[src/rtl/cnn_pkg.sv]
// Shared CNN geometry constants and small helpers
// for the conv -> pool -> fc datapath.
package cnn_pkg;

    localparam int DATA_W = 8;
    localparam int IMG_W  = 8;
    localparam int IMG_H  = 8;
    localparam int CH     = 3;

    // fc_layer consumes exactly this many pooled values per frame
    localparam int POOL_OUTS = CH * (IMG_H / 2) * (IMG_W / 2);

    function automatic logic signed [DATA_W-1:0] max2(
        input logic signed [DATA_W-1:0] a,
        input logic signed [DATA_W-1:0] b
    );
        return (a > b) ? a : b;
    endfunction

endpackage

[src/rtl/pool_line_buf.sv]
// Half-width line buffer holding horizontal maxima
// of the even row of each pooling window pair.
module pool_line_buf #(
    parameter int DEPTH = 4,
    parameter int W     = 8,
    localparam int IW   = (DEPTH > 1) ? $clog2(DEPTH) : 1
) (
    input  logic          clk,
    input  logic          rst_n,
    input  logic          i_we,
    input  logic [IW-1:0] i_widx,
    input  logic [W-1:0]  i_wdata,
    input  logic [IW-1:0] i_ridx,
    output logic [W-1:0]  o_rdata
);

    logic [W-1:0] r_mem [DEPTH];

    always_ff @(posedge clk or negedge rst_n) begin
        if (!rst_n) begin
            for (int i = 0; i < DEPTH; i++) begin
                r_mem[i] <= '0;
            end
        end else if (i_we) begin
            r_mem[i_widx] <= i_wdata;
        end
    end

    assign o_rdata = r_mem[i_ridx];

endmodule

[src/rtl/maxpool_flatten.sv]
// Streaming ReLU + 2x2/stride-2 max-pool, emitting pooled
// values serially in channel/row/column order for fc_layer.
module maxpool_flatten
    import cnn_pkg::max2;
#(
    parameter int DATA_W = cnn_pkg::DATA_W,
    parameter int IMG_W  = cnn_pkg::IMG_W,
    parameter int IMG_H  = cnn_pkg::IMG_H,
    parameter int CH     = cnn_pkg::CH
) (
    input  logic                     clk,
    input  logic                     rst_n,
    input  logic                     valid_in,
    input  logic                     sof_in,
    input  logic signed [DATA_W-1:0] data_in,
    output logic                     valid_out,
    output logic signed [DATA_W-1:0] data_out,
    output logic                     frame_done,
    output logic                     resync_err
);

    localparam int XW = (IMG_W > 1) ? $clog2(IMG_W) : 1;
    localparam int RW = (IMG_H > 1) ? $clog2(IMG_H) : 1;
    localparam int CW = (CH > 1) ? $clog2(CH) : 1;
    localparam int LD = IMG_W / 2;
    localparam int IW = (LD > 1) ? $clog2(LD) : 1;

    localparam logic [XW-1:0] X_LAST = XW'(IMG_W - 1);
    localparam logic [RW-1:0] R_LAST = RW'(IMG_H - 1);
    localparam logic [CW-1:0] C_LAST = CW'(CH - 1);

    logic [XW-1:0] r_x, w_x, w_x_nx;
    logic [RW-1:0] r_r, w_r, w_r_nx;
    logic [CW-1:0] r_c, w_c, w_c_nx;

    logic signed [DATA_W-1:0] r_h;
    logic signed [DATA_W-1:0] w_px;
    logic signed [DATA_W-1:0] w_hmax;
    logic signed [DATA_W-1:0] w_res;
    logic [DATA_W-1:0]        w_lb_rd;
    logic [IW-1:0]            w_idx;

    logic w_sof, w_lb_we, w_emit, w_last, w_resync;

    // A qualified sof forces this pixel to index 0, which also
    // abandons any half-built window without extra bookkeeping.
    assign w_sof = valid_in & sof_in;
    assign w_x   = w_sof ? '0 : r_x;
    assign w_r   = w_sof ? '0 : r_r;
    assign w_c   = w_sof ? '0 : r_c;
    assign w_idx = IW'(w_x >> 1);

    assign w_px   = data_in[DATA_W-1] ? '0 : data_in;
    assign w_hmax = max2(r_h, w_px);
    assign w_res  = max2($signed(w_lb_rd), w_hmax);

    assign w_lb_we  = valid_in & w_x[0] & ~w_r[0];
    assign w_emit   = valid_in & w_x[0] & w_r[0];
    assign w_last   = (w_x == X_LAST) && (w_r == R_LAST) && (w_c == C_LAST);
    assign w_resync = w_sof & (|{r_x, r_r, r_c});

    always_comb begin
        w_x_nx = w_x + 1'b1;
        w_r_nx = w_r;
        w_c_nx = w_c;
        if (w_x == X_LAST) begin
            w_x_nx = '0;
            w_r_nx = w_r + 1'b1;
            if (w_r == R_LAST) begin
                w_r_nx = '0;
                w_c_nx = (w_c == C_LAST) ? '0 : w_c + 1'b1;
            end
        end
    end

    pool_line_buf #(
        .DEPTH (LD),
        .W     (DATA_W)
    ) u_line_buf (
        .clk     (clk),
        .rst_n   (rst_n),
        .i_we    (w_lb_we),
        .i_widx  (w_idx),
        .i_wdata (w_hmax),
        .i_ridx  (w_idx),
        .o_rdata (w_lb_rd)
    );

    always_ff @(posedge clk or negedge rst_n) begin
        if (!rst_n) begin
            r_x        <= '0;
            r_r        <= '0;
            r_c        <= '0;
            r_h        <= '0;
            valid_out  <= 1'b0;
            data_out   <= '0;
            frame_done <= 1'b0;
            resync_err <= 1'b0;
        end else begin
            valid_out  <= w_emit;
            frame_done <= w_emit & w_last;
            resync_err <= w_resync;
            if (valid_in) begin
                r_x <= w_x_nx;
                r_r <= w_r_nx;
                r_c <= w_c_nx;
                if (!w_x[0]) begin
                    r_h <= w_px;
                end
            end
            if (w_emit) begin
                data_out <= w_res;
            end
        end
    end

endmodule

[config.mk]
export PLATFORM = sky130hd
export DESIGN_NAME = maxpool_flatten
export DESIGN_NICKNAME = d
export VERILOG_FILES = /design/src/rtl/cnn_pkg.sv /design/src/rtl/pool_line_buf.sv /design/src/rtl/maxpool_flatten.sv
export SDC_FILE = /design/constraint.sdc
export NUM_CORES = 1
export LEC_CHECK = 0
export BUFFER_PORTS_ARGS = -buffer_cell sky130_fd_sc_hd__buf_2
export CAP_MARGIN = 30
export CORE_UTILIZATION = 65
export CTS_CLUSTER_DIAMETER = 200
export CTS_CLUSTER_SIZE = 10
export DETAILED_ROUTE_END_ITERATION = 12
export HOLD_SLACK_MARGIN = 0.12
export PLACE_DENSITY = 0.86
export SLEW_MARGIN = 30
export SYNTH_ARGS = -nofsm -noshare
export SYNTH_HDL_FRONTEND = slang
export SYNTH_SLANG_ARGS = --single-unit
export TNS_END_PERCENT = 100
[constraint.sdc]
create_clock -name clk -period 9.26 [get_ports clk]
set_input_delay 0 -clock clk [delete_from_list [all_inputs] [get_ports clk]]
set_output_delay 0 -clock clk [all_outputs]
set_load 0.02 [all_outputs]
# After elaboration in Yosys (flattened, before gate mapping)
# Index checks and enable logic that the tools add are counted.
# word_totals
input_bits,12
output_inout_bits,11
register_bits,59
# op_classes
bitwise,9
eq_ne,3
add_sub_neg,3
magnitude_cmp,4
mux,18
reduce_logical,5
# ops
cell,count
2-to-1 mux 8 bit,5
bitwise mux 32 bit,1
binary-select mux 8 bit (select 2 bit),1
demux 8 bit (select 2 bit),1
> comparator 8 bit,2
2-to-1 mux 3 bit,5
2-to-1 mux 2 bit,4
OR reduction 8 bit,1
2-to-1 mux 7 bit,1
adder 3 x 1 -> 3 bit (second input constant),2
AND 1 bit,6
equality test 3 bit (second input constant),2
>= comparator 3 bit (second input constant),1
logical AND 1 bit,3
less-than comparator 3 x 1 -> 1 bit (second input constant),1
inverter 2 -> 3 bit,1
adder 2 x 1 -> 2 bit (second input constant),1
equality test 2 bit (second input constant),1
inverter 1 bit,2
AND reduction 2 bit,1

# Longest topological paths before layout
# depth
word_depth,8
mapped_depth,19

# Cells and area by module
# From an unflattened synthesis, not the netlist that was laid out.
# unflattened
cells_unflattened,306
hier_area_um2,3403.3
# modules_own_cells
mod,seq_area_each_um2,area_per_inst_um2,instances,cells_each
maxpool_flatten,650.6,2001.9,1,228
pool_line_buf,800.8,1401.3,1,78

# Least setup slack after synthesis
# Ideal clock, no wire load.
# synth_path
path_kind,register to register
from,register r_h[6]
to,register data_out[2]
setup_time_ps,67
slack_ps,5861
t_required_ps,9193
synth_period_minus_slack_ps,3399
path_stages_with_launch,17
t_arrival_ps,3332
path_cell_list,dfrtp_1 > ha_1 > nand3_1 > or2_2 > clkbuf_1 > o22ai_1 > nor2_1 > and2_1 > ha_1 > nor2b_1 > a221oi_1 > nor3_1 > o2bb2ai_1 > clkbuf_1 > a211oi_1 > mux2i_1 > nand2_1
# synth_between
elab_chain_len,4
# synth_lines
element,line,text
"start, declared",maxpool_flatten.sv:36,logic signed [DATA_W-1:0] r_h;
"start signal, assigned",maxpool_flatten.sv:108,r_h <= w_px;
> comparator 8 bit,cnn_pkg.sv:17,return (a > b) ? a : b;
2-to-1 mux 8 bit *,cnn_pkg.sv:17,
> comparator 8 bit,cnn_pkg.sv:17,
2-to-1 mux 8 bit *,cnn_pkg.sv:17,
"end signal, assigned",maxpool_flatten.sv:112,data_out <= w_res;
"end, declared",maxpool_flatten.sv:17,"output logic signed [DATA_W-1:0] data_out,"
# Every way passes the cells marked *; elsewhere a longest branch is shown, timed or not.
# A chain may end at the register's enable or synchronous reset.

# Worst setup path after layout
# layout_path
from,input data_in[6]
to,register data_out[2]
# layout_between
elab_chain_len,5
# layout_lines
element,line,text
"start, declared",maxpool_flatten.sv:15,"input logic signed [DATA_W-1:0] data_in,"
2-to-1 mux 7 bit *,maxpool_flatten.sv:53,assign w_px = data_in[DATA_W-1] ? '0 : data_in;
> comparator 8 bit,cnn_pkg.sv:17,
2-to-1 mux 8 bit *,cnn_pkg.sv:17,
> comparator 8 bit,cnn_pkg.sv:17,
2-to-1 mux 8 bit *,cnn_pkg.sv:17,
# Marked as above.

==> impl_metrics.py <==
metrics = {
    "synth": {
        "netlist_area_mm2": 0.003114,
        "synth_edf_count": 0,
        "synth_compound_area_share_pct": 19.97,
        "yosysUniqueCellTypes": 43,
        "synthAdderAreaFrac_pct": 6.830,
        "netlist.area_leader.share_pct": 42.59,
        "ys_warn_count": 0,
        "yosysTopAreaCell": "dfrtp_1",
        "netlist_top_cells_area": "dfrtp_1 43%, ha_1 6.8%, nand2_1 6.5%, o21ai_0 6.3%, mux2i_1 4.2%",
        "syn-num-nets": 370,
        "synth_top_family_by_area": "simple AND/OR/NAND/NOR gates",
        "async_reset_ff_share_pct": 100.0,
        "syn_inst": 341,
        "muxShareOfSynthArea_pct": 5.745,
        "ys.flop_type": "dfrtp_1",
        "synth-seq-area-share_pct": 42.59,
        "ys_seq_elements": 53,
        "avgSynthCellArea_um2": 9.133,
        "synth-xor-area-share_pct": 0.2812,
        "synth-simple-area-share_pct": 20.61,
    },
    "global_routing": {
        "grt_usage_pct": 30.76,
        "grt_pass1_wl_mm": 12.08,
        "grt_max_degree": 54,
        "grt.overflow.total": 0,
        "first_global_vias": 2541,
        "antenna_found_initial": 0,
    },
    "clock_network": {
        "hold_buffers": 10,
        "clk_path_buf_depth": 2,
        "clk_latency_ps": 310,
        "clock-sinks": 53,
        "cts_tree": "yes",
        "ctsResizeCount": 0,
        "htreeDepth": 2,
        "cts_buffers": 5,
        "cts.reportedPaths.clkPinSlew_ps": 90,
        "root_buffer": "clkbuf_8",
        "postCtsSetupRepairBufs": 0,
    },
    "detailed_routing": {
        "drtIter0Drc": 250,
        "vias_per_cell": 6.394,
        "dr.pass1.iters": 10,
        "vias": 2660,
        "antenna_left": 0,
        "drc": 2,
        "wl_mm": 7.126,
        "wl_per_cell_um": 17.13,
    },
    "worst_hold_path": {
        "holdCritPathClass": "in -> reg",
    },
    "placed_design": {
        "gp_congestion": 0.8636,
        "port_buffers": 21,
        "dpl.hpwl_mm": 4.973,
    },
    "sta": {
        "worstMarginPinSlew_ps": 951.6,
        "max_freq_ghz": 0.2523,
        "setup_viol": 0,
        "rsz0062_at_grt": "no",
        "hold_slack_ps": 182.5,
        "setup-tns-final_ps": 0,
        "hold_viol": 0,
        "period_share_pct": 42.80,
        "slew_headroom_pct": 36.56,
        "finalCriticalPeriod_ps": 3963,
        "slew_violations": 0,
        "finalClockSkew_ps": 6.140,
    },
    "power": {
        "power.leakage_nw": 1.621,
        "peakVddDrop_uv": 176.6,
        "power_density_mw_per_mm2": 262.2,
    },
    "setup_path": {
        "cp-start-kind": "primary input",
        "cp.arrival_ps": 4210,
        "worst_ep_required_time_ps": 9510,
        "worstPathMaxFanout": 13,
        "path_class": "in -> reg",
        "crit_path_end_kind": "flop",
    },
    "die": {
        "coreArea_mm2": 0.004474,
        "die_h_um": 71.22,
        "die_w_um": 71.22,
        "ioPinCount": 23,
        "row_count": 24,
        "initial_core_util_pct": 69.60,
        "die_area_mm2": 0.005072,
    },
    "flow_run": {
        "cap_violations": 0,
    },
    "cells_and_area": {
        "num_antenna_cells": 0,
        "fin_util_pct": 75.81,
        "drive_gt1_share_pct": 10.71,
        "nets": 392,
        "syn_to_final_growth_pct": 8.919,
    },
    "run_status": {
        "violations": "DRC",
        "status": "finished, violations left",
    },
}
## final timing paths
kind	slack (ps)	start	end	cells past startpoint
max	5300	data_in[6]	data_out[2]	17
min	180	data_in[7]	r_h[6]	3
max reg2reg	5340	r_h[6]	data_out[2]	14
min reg2reg	480	data_out[3]	data_out[3]	2
max in group asynchronous	8500	rst_n	u_line_buf.r_mem[20]	3
min in group asynchronous	320	rst_n	r_r[2]	3
## cell usage after synthesis (all sizes together), types with 8 or more instances
cell / number
nand2: 54
dfrtp: 53
o21ai: 39
nor2: 19
ha: 17
and2: 16
mux2i: 13
nand2b: 13
o22ai: 12
clkbuf: 10
inv: 9
o211ai: 9
nand3: 8
nor4: 8
## placed cells by master (no fill, tap or decap), types with 10 or more instances in the layout
master | netlist | routed
and2_1 | 16 | 16
buf_2 | 3 | 21
dfrtp_1 | 53 | 53
dlygate4sd3_1 | 0 | 10
ha_1 | 17 | 17
mux2i_1 | 13 | 13
nand2_1 | 54 | 54
nand2b_1 | 13 | 13
nor2_1 | 19 | 18
o21ai_0 | 39 | 39
o22ai_1 | 12 | 12
## sequential cells by signal, summed over array words and instances, names as in the netlist
signal	flops
r_x	3
resync_err	1
frame_done	1
u_line_buf.r_mem	28
valid_out	1
r_h	7
data_out	7
r_r	3
r_c	2
## cells by family after synthesis
family	count (synthesis)
compound gates	94
xor+xnor	1
fa+ha+maj	17
buf+inv	26
flops	53
mux	17
other cells	1
simple gates	132
## final cells by class
class                   count  area, µm²
repair buffers             32      212.7
well taps                  52      65.06
clock inverters             1      7.507
fillers                   315       1082
inverters                   9      33.78
flip-flops and latches     53       1326
clock buffers               7      76.32
multi-input cells         262       1670
## power by group
group,switching [mW],internal [mW]
Clock,0.0763,0.0537
Sequential,0.0552,0.299
Combinational,0.244,0.161
Total,0.376,0.514
## through the flow
step | total power, mW | setup slack (ps) | cell area, µm² | std cells
floorplan | 0.6588 | 5861 | 3114 | 341
global placement | 0.7279 | 5359 | 3206 | 398
detailed placement | 0.7480 | 5422 | 3208 | 398
CTS | 0.8826 | 5382 | 3392 | 416
global route | 0.9512 | 5007 | 3392 | 416
finish | 0.8894 | 5297 | 3392 | 416
## critical path: stages
cell and delay [ps]:
dlygate4sd3_1 530, buf_2 100, nand2b_1 110, ha_1 320, nand3_1 280, or2_2 520, o22ai_1 190, nor2_1 70
and2_1 220, ha_1 340, nor2b_1 140, a221oi_1 320, nor3_1 110, o2bb2ai_1 360, a211oi_1 370, mux2i_1 130
nand2_1 80
## routing by layer
metal | up-vias | wire length [µm] | track usage, %
li1 | 1273 | - | -
met1 | 1271 | 3192 | 43.34
met2 | 101 | 3394 | 50.05
met3 | 15 | 410 | 3.657
met4 | 0 | 129 | 10.00
met5 | - | 0 | 0
Power figures use the tool's default switching activity.
